<file path="src/rtl/pueo_trig_queue.sv">
// Trigger time-stamp queue: tags accepted triggers with an event number and
// buffers them in a FWFT queue, with a run/flush state machine around it.
module pueo_trig_queue #(
  parameter int unsigned TIME_BITS  = 16,
  parameter int unsigned EVNUM_BITS = 16,
  parameter int unsigned DEPTH_LOG2 = 4,
  parameter int unsigned HOLDOFF    = 0,
  parameter int unsigned RST_HOLD   = 32
) (
  input  logic                            aclk_i,
  input  logic                            aclk_rst_i,
  input  logic                            run_start_i,
  input  logic                            run_stop_i,
  input  logic                            run_rst_i,
  input  logic [TIME_BITS-1:0]            trig_time_i,
  input  logic                            trig_time_valid_i,
  output logic [EVNUM_BITS+TIME_BITS-1:0] m_axis_tdata,
  output logic                            m_axis_tvalid,
  input  logic                            m_axis_tready,
  output logic                            event_rst_o,
  output logic                            running_o,
  output logic [DEPTH_LOG2:0]             count_o,
  output logic [15:0]                     drop_count_o
);

  localparam int unsigned DEPTH = 1 << DEPTH_LOG2;
  localparam int unsigned DW    = EVNUM_BITS + TIME_BITS;
  localparam int unsigned HO_W  = (HOLDOFF < 1) ? 1 : $clog2(HOLDOFF + 1);
  localparam int unsigned RH_W  = (RST_HOLD < 3) ? 1 : $clog2(RST_HOLD);

  localparam logic [DEPTH_LOG2:0] CNT_FULL = (DEPTH_LOG2 + 1)'(DEPTH);
  localparam logic [HO_W-1:0]     HO_SAT   = HO_W'(HOLDOFF);
  localparam logic [RH_W-1:0]     RH_LAST  = RH_W'((RST_HOLD < 2) ? 0 : RST_HOLD - 1);

  typedef enum logic [1:0] {
    ST_IDLE,
    ST_RUN,
    ST_FLUSH
  } state_t;

  typedef logic [DEPTH_LOG2-1:0] ptr_t;

  state_t                  state_q, state_d;
  logic [RH_W-1:0]         hold_q, hold_d;
  logic                    running_q, running_d;
  logic                    event_rst_q, event_rst_d;
  logic [HO_W-1:0]         ho_q, ho_d;
  logic [EVNUM_BITS-1:0]   evnum_q, evnum_d;
  logic [15:0]             drop_q, drop_d;
  ptr_t                    wr_ptr_q, wr_ptr_d;
  ptr_t                    rd_ptr_q, rd_ptr_d;
  logic [DEPTH_LOG2:0]     count_q, count_d;
  logic [DW-1:0]           mem_q [DEPTH];

  logic                    in_run;
  logic                    full;
  logic                    empty;
  logic                    holdoff_ok;
  logic                    accept;
  logic                    drop_ev;
  logic                    pop;
  logic                    flush_enter;
  logic [EVNUM_BITS-1:0]   evnum_base;
  logic [15:0]             drop_base;
  logic [DW-1:0]           push_data;

  // Acceptance qualifiers; fullness is judged before any same-cycle pop.
  always_comb begin
    in_run      = (state_q == ST_RUN);
    full        = (count_q == CNT_FULL);
    empty       = (count_q == '0);
    holdoff_ok  = (HOLDOFF == 0) || (ho_q >= HO_SAT);
    accept      = in_run && trig_time_valid_i && !full && holdoff_ok;
    drop_ev     = in_run && trig_time_valid_i && full && holdoff_ok;
    pop         = !empty && m_axis_tready && (state_q != ST_FLUSH);
    flush_enter = in_run && run_stop_i;
  end

  always_comb begin
    state_d = state_q;
    hold_d  = hold_q;
    unique case (state_q)
      ST_IDLE: begin
        if (run_start_i && !run_stop_i) begin
          state_d = ST_RUN;
        end
      end
      ST_RUN: begin
        if (run_stop_i) begin
          state_d = ST_FLUSH;
          hold_d  = '0;
        end
      end
      ST_FLUSH: begin
        if (hold_q == RH_LAST) begin
          state_d = ST_IDLE;
        end else begin
          hold_d = hold_q + RH_W'(1);
        end
      end
      default: begin
        state_d = ST_IDLE;
      end
    endcase
    running_d   = (state_d == ST_RUN);
    event_rst_d = (state_d == ST_FLUSH);
  end

  // Holdoff counter tracks cycles since the last accept, saturating at HOLDOFF.
  always_comb begin
    ho_d = ho_q;
    if (accept) begin
      ho_d = HO_W'(1);
    end else if (ho_q < HO_SAT) begin
      ho_d = ho_q + HO_W'(1);
    end
  end

  // run_rst clears first so a same-cycle accept is tagged with event 0.
  always_comb begin
    evnum_base = run_rst_i ? '0 : evnum_q;
    drop_base  = run_rst_i ? '0 : drop_q;
    push_data  = {evnum_base, trig_time_i};
    evnum_d    = accept ? evnum_base + EVNUM_BITS'(1) : evnum_base;
    drop_d     = drop_base;
    if (drop_ev && (drop_base != 16'hFFFF)) begin
      drop_d = drop_base + 16'd1;
    end
  end

  always_comb begin
    wr_ptr_d = wr_ptr_q;
    rd_ptr_d = rd_ptr_q;
    count_d  = count_q;
    if (accept) begin
      wr_ptr_d = wr_ptr_q + ptr_t'(1);
    end
    if (pop) begin
      rd_ptr_d = rd_ptr_q + ptr_t'(1);
    end
    unique case ({accept, pop})
      2'b10:   count_d = count_q + (DEPTH_LOG2 + 1)'(1);
      2'b01:   count_d = count_q - (DEPTH_LOG2 + 1)'(1);
      default: count_d = count_q;
    endcase
    if (flush_enter) begin
      wr_ptr_d = '0;
      rd_ptr_d = '0;
      count_d  = '0;
    end
  end

  always_ff @(posedge aclk_i) begin
    if (aclk_rst_i) begin
      state_q     <= ST_IDLE;
      hold_q      <= '0;
      running_q   <= 1'b0;
      event_rst_q <= 1'b0;
      ho_q        <= HO_SAT;
      evnum_q     <= '0;
      drop_q      <= '0;
      wr_ptr_q    <= '0;
      rd_ptr_q    <= '0;
      count_q     <= '0;
    end else begin
      state_q     <= state_d;
      hold_q      <= hold_d;
      running_q   <= running_d;
      event_rst_q <= event_rst_d;
      ho_q        <= ho_d;
      evnum_q     <= evnum_d;
      drop_q      <= drop_d;
      wr_ptr_q    <= wr_ptr_d;
      rd_ptr_q    <= rd_ptr_d;
      count_q     <= count_d;
    end
  end

  // Storage is unreset RAM; the output mux keeps tdata at zero while empty.
  always_ff @(posedge aclk_i) begin
    if (accept && !aclk_rst_i) begin
      mem_q[wr_ptr_q] <= push_data;
    end
  end

  assign m_axis_tvalid = !empty;
  assign m_axis_tdata  = empty ? '0 : mem_q[rd_ptr_q];
  assign event_rst_o   = event_rst_q;
  assign running_o     = running_q;
  assign count_o       = count_q;
  assign drop_count_o  = drop_q;

endmodule

</file>
<file path="config.mk">
export PLATFORM = sky130hd
export DESIGN_NAME = pueo_trig_queue
export DESIGN_NICKNAME = d
export VERILOG_FILES = /design/src/rtl/pueo_trig_queue.sv
export SDC_FILE = /design/constraint.sdc
export NUM_CORES = 1
export LEC_CHECK = 0
export ABC_CLOCK_PERIOD_IN_PS = 8100
export CAP_MARGIN = 20
export CORE_MARGIN = 8
export CORE_UTILIZATION = 64
export CTS_CLUSTER_SIZE = 8
export DETAILED_ROUTE_END_ITERATION = 6
export GPL_ROUTABILITY_DRIVEN = 0
export PLACE_DENSITY = 0.8
export SETUP_SLACK_MARGIN = 0.15
export SLEW_MARGIN = 15
export SYNTH_ARGS = -nofsm -noshare
export SYNTH_HDL_FRONTEND = slang
export SYNTH_SLANG_ARGS = --single-unit
</file>
<file path="constraint.sdc">
create_clock -name aclk_i -period 8.1 [get_ports aclk_i]
set_input_delay 1.215 -clock aclk_i [delete_from_list [all_inputs] [get_ports aclk_i]]
set_output_delay 1.215 -clock aclk_i [all_outputs]
set_load 0.05 [all_outputs]
</file>
==> flow_metrics.py <==
metrics = {
    "cts": {
        "cts_tree": "done",
        "cts_resized": 0,
        "numCtsBuffers": 81,
        "clk_latency_ns": 0.58,
        "cts.sinks": 570,
        "htreeDepth": 3,
        "cts_hold_buf": 0,
        "root_buffer": "clkbuf_16",
        "clockBufferDepth": 3,
        "clk_pin_slew_ns": 0.05,
        "cts_setup_buffers": 0,
    },
    "floorplanning": {
        "fp.coreArea_sq_um": 34500,
        "io_pins": 79,
        "die_h_um": 203,
        "die_area_sq_um": 41100,
        "initial_core_util": 0.647,
        "num_rows": 68,
        "die_w_um": 203,
    },
    "logic_synthesis": {
        "ys.warnings.count": 0,
        "synth_nets": 1134,
        "yosys.area.top_type": "edfxtp_1",
        "syn_inst": 1099,
        "synth_seq_area_share": 0.742,
        "ys.flop_type": "edfxtp_1",
        "synth_area_leaders": "edfxtp_1, mux4_2, dfxtp_1",
        "ys_ff_latch": 570,
        "syn-cell-area_sq_um": 22300,
        "synth_area_per_cell_sq_um": 20.3,
        "postSynth.asyncResetShare": 0,
        "synth_top_cells_by_count": "edfxtp_1, mux4_2, nor2_1",
        "synth.most_common_cell": "edfxtp_1",
        "synthDistinctLibCells": 43,
        "synth_top_area_share": 0.690,
        "synth-edff-count": 512,
    },
    "detailed_routing": {
        "viasPerCell": 6.70,
        "drt_iter0_drc": 1221,
        "wire_per_inst_um": 30.7,
        "route.detailed.drc": 1,
        "final_antenna_net_count": 0,
        "wirelength_um": 52500,
        "dr.pass1.iters": 7,
        "num_vias": 11456,
    },
    "layout": {
        "nets": 1270,
        "final_area_sq_um": 26000,
        "drive_gt1_frac": 0.252,
        "post-route-util": 0.753,
        "syn2layout_area_growth_pct": 16.4,
        "antenna_cells": 0,
        "final-instance-count-excl-fill": 1711,
    },
    "setup_path": {
        "worstPathArrival_ns": 4.18,
        "rrSetupSlack_ns": 4.26,
        "path_cells": "buf_12, mux4_2, mux4_2, nor2b_1, clkdlybuf4s50_1",
        "critPathLaunchType": "register",
        "crit_fanout": 98,
        "slowest_stage": "dfxtp_4",
        "cpLargestDelayFamily": "buffers and inverters",
        "cp-end-kind": "output pin",
        "path_buf_inv": 2,
        "crit_path_frequent_cell": "mux4_2",
        "r2r_start": "count_o[1]$_SDFFE_PP0P_",
        "worstSetupPathType": "register to output pin",
        "cp.required_ns": 6.88,
        "r2r_end": "count_o[4]$_SDFFE_PP0P_",
        "rr_worst_depth": 12,
        "slowest_delay_ns": 0.80,
    },
    "timing": {
        "worst_pin_slew_ns": 1.12,
        "hold_violations": 0,
        "tns_ns": 0,
        "finalClockSkew_ns": 0.0220,
        "setup_violations": 0,
        "fin_crit_sh": 0.666,
        "slew_viol_final": 0,
        "slew_headroom": 0.252,
        "hold-worst-slack_ns": 0.460,
        "max_freq_mhz": 185,
        "setup_slack_ns": 2.70,
        "fin_crit_ns": 5.40,
        "rsz0062_at_grt": "false",
    },
    "status": {
        "status": "finished, violations left",
        "violations": "design-rule violations",
    },
    "place": {
        "placed_area_sq_um": 23700,
        "place_ws_ns": 3.26,
        "dp.cells": 1602,
        "port-buffer-count": 78,
        "dp_hpwl_um": 23900,
    },
    "power": {
        "powerDensity_nw_per_um2": 262,
        "p_leak_nw": 8.27,
        "finalPower_mw": 6.79,
        "irDropWorstVdd_mv": 0.202,
    },
    "global_routing": {
        "grt_pass1_vias": 12264,
        "grt-ovfl-total": 0,
        "gr-usage-all-layers": 0.259,
        "grt_max_degree": 99,
        "grt_pass1_wl_um": 78700,
        "grt_antenna_before_repair": 1,
    },
    "run": {
        "cap_violations": 0,
    },
    "min_path": {
        "min_to": "hold_q[4]$_SDFFE_PP0P_",
        "hold_depth": 2,
        "hold_path_class": "register to register",
        "hold_path.startpoint": "hold_q[4]$_SDFFE_PP0P_",
    },
}
==> layer usage <==
| layer | GRT usage | share of wire | wire, um | vias to the layer above |
|---|---|---|---|---|
| met1 | 0.337 | 0.37 | 19300 | 5943 |
| met4 | 0.0914 | 0.026 | 1350 | 2 |
| met5 | 0 | 0.00025 | 13 | - |
| li1 | - | - | - | 4671 |
| met2 | 0.432 | 0.51 | 26800 | 738 |
| met3 | 0.0559 | 0.095 | 4970 | 102 |
==> cells in the final DEF (no fill, tap or decap), types with 8 or more instances in the layout <==
cell type        count
edfxtp_1           512
mux4_2             160
clkbuf_16           85
clkdlybuf4s50_1     78
nor2_1              66
dfxtp_1             54
nor2b_1             49
buf_4               30
nand2_1             25
xor2_1              21
xnor2_1             20
clkbuf_1            16
ha_1                12
nand3_1             10
nor4_1               9
nor3_1               9
inv_1                9
a21oi_1              9
nor2_4               9
nand4_1              8
and3_2               8
==> area by class of cell <==
class                   count  area [sq um]
clock buffers             101          2190
clock inverters             3          25.0
fillers                  1804          8500
inverters                  10          37.5
multi-input cells         463          5570
flip-flops and latches    570         16500
well taps                 455           569
repair buffers            109          1030
==> worst min-delay path: cells and delay by family, from the launching register on <==
family,cells,cell delay (ns)
AOI/OAI and AO/OA,1,0.05
and+or+nand+nor,1,0.05
DFF,1,0.31
==> logic make-up (layout without fill, tap and decap cells) <==
family | Yosys count | after routing | share of synthesized area
XOR/XNOR | 41 | 41 | 0.0161
adder cells (fa/ha/maj) | 12 | 12 | 0.00673
AO/OA/AOI/OAI | 20 | 20 | 0.00539
flip-flops | 570 | 570 | 0.742
AND/OR/NAND/NOR | 225 | 225 | 0.0537
multiplexers | 165 | 165 | 0.164
buffers and inverters | 66 | 223 | 0.0126
==> sequential cells by signal, summed over array words and instances, names as in the netlist, named ones only <==
name	count
count_o	5
drop_count_o	16
event_rst_o	1
evnum_q	16
hold_q	5
mem_q	512
rd_ptr_q	4
running_o	1
state_q	2
wr_ptr_q	4
==> power breakdown <==
group	internal (mW)	switching, mW
Combinational	0.228	0.317
Sequential	3.19	0.0276
Clock	1.86	1.17
==> how the worst max path moves through the flow <==
stage	start	endpoint	slack [ns]	cells after the start
after floorplan	trig_time_valid_i	mem_q[12][0]$_DFFE_PP_	4.04	6
after global placement	register	m_axis_tdata[25]	3.28	5
after detailed placement	register	m_axis_tdata[25]	3.26	5
after CTS	register	m_axis_tdata[24]	2.58	5
after global routing	register	m_axis_tdata[24]	2.43	5
final	register	m_axis_tdata[24]	2.70	5
Note: power is estimated with default switching activity, not from simulation.
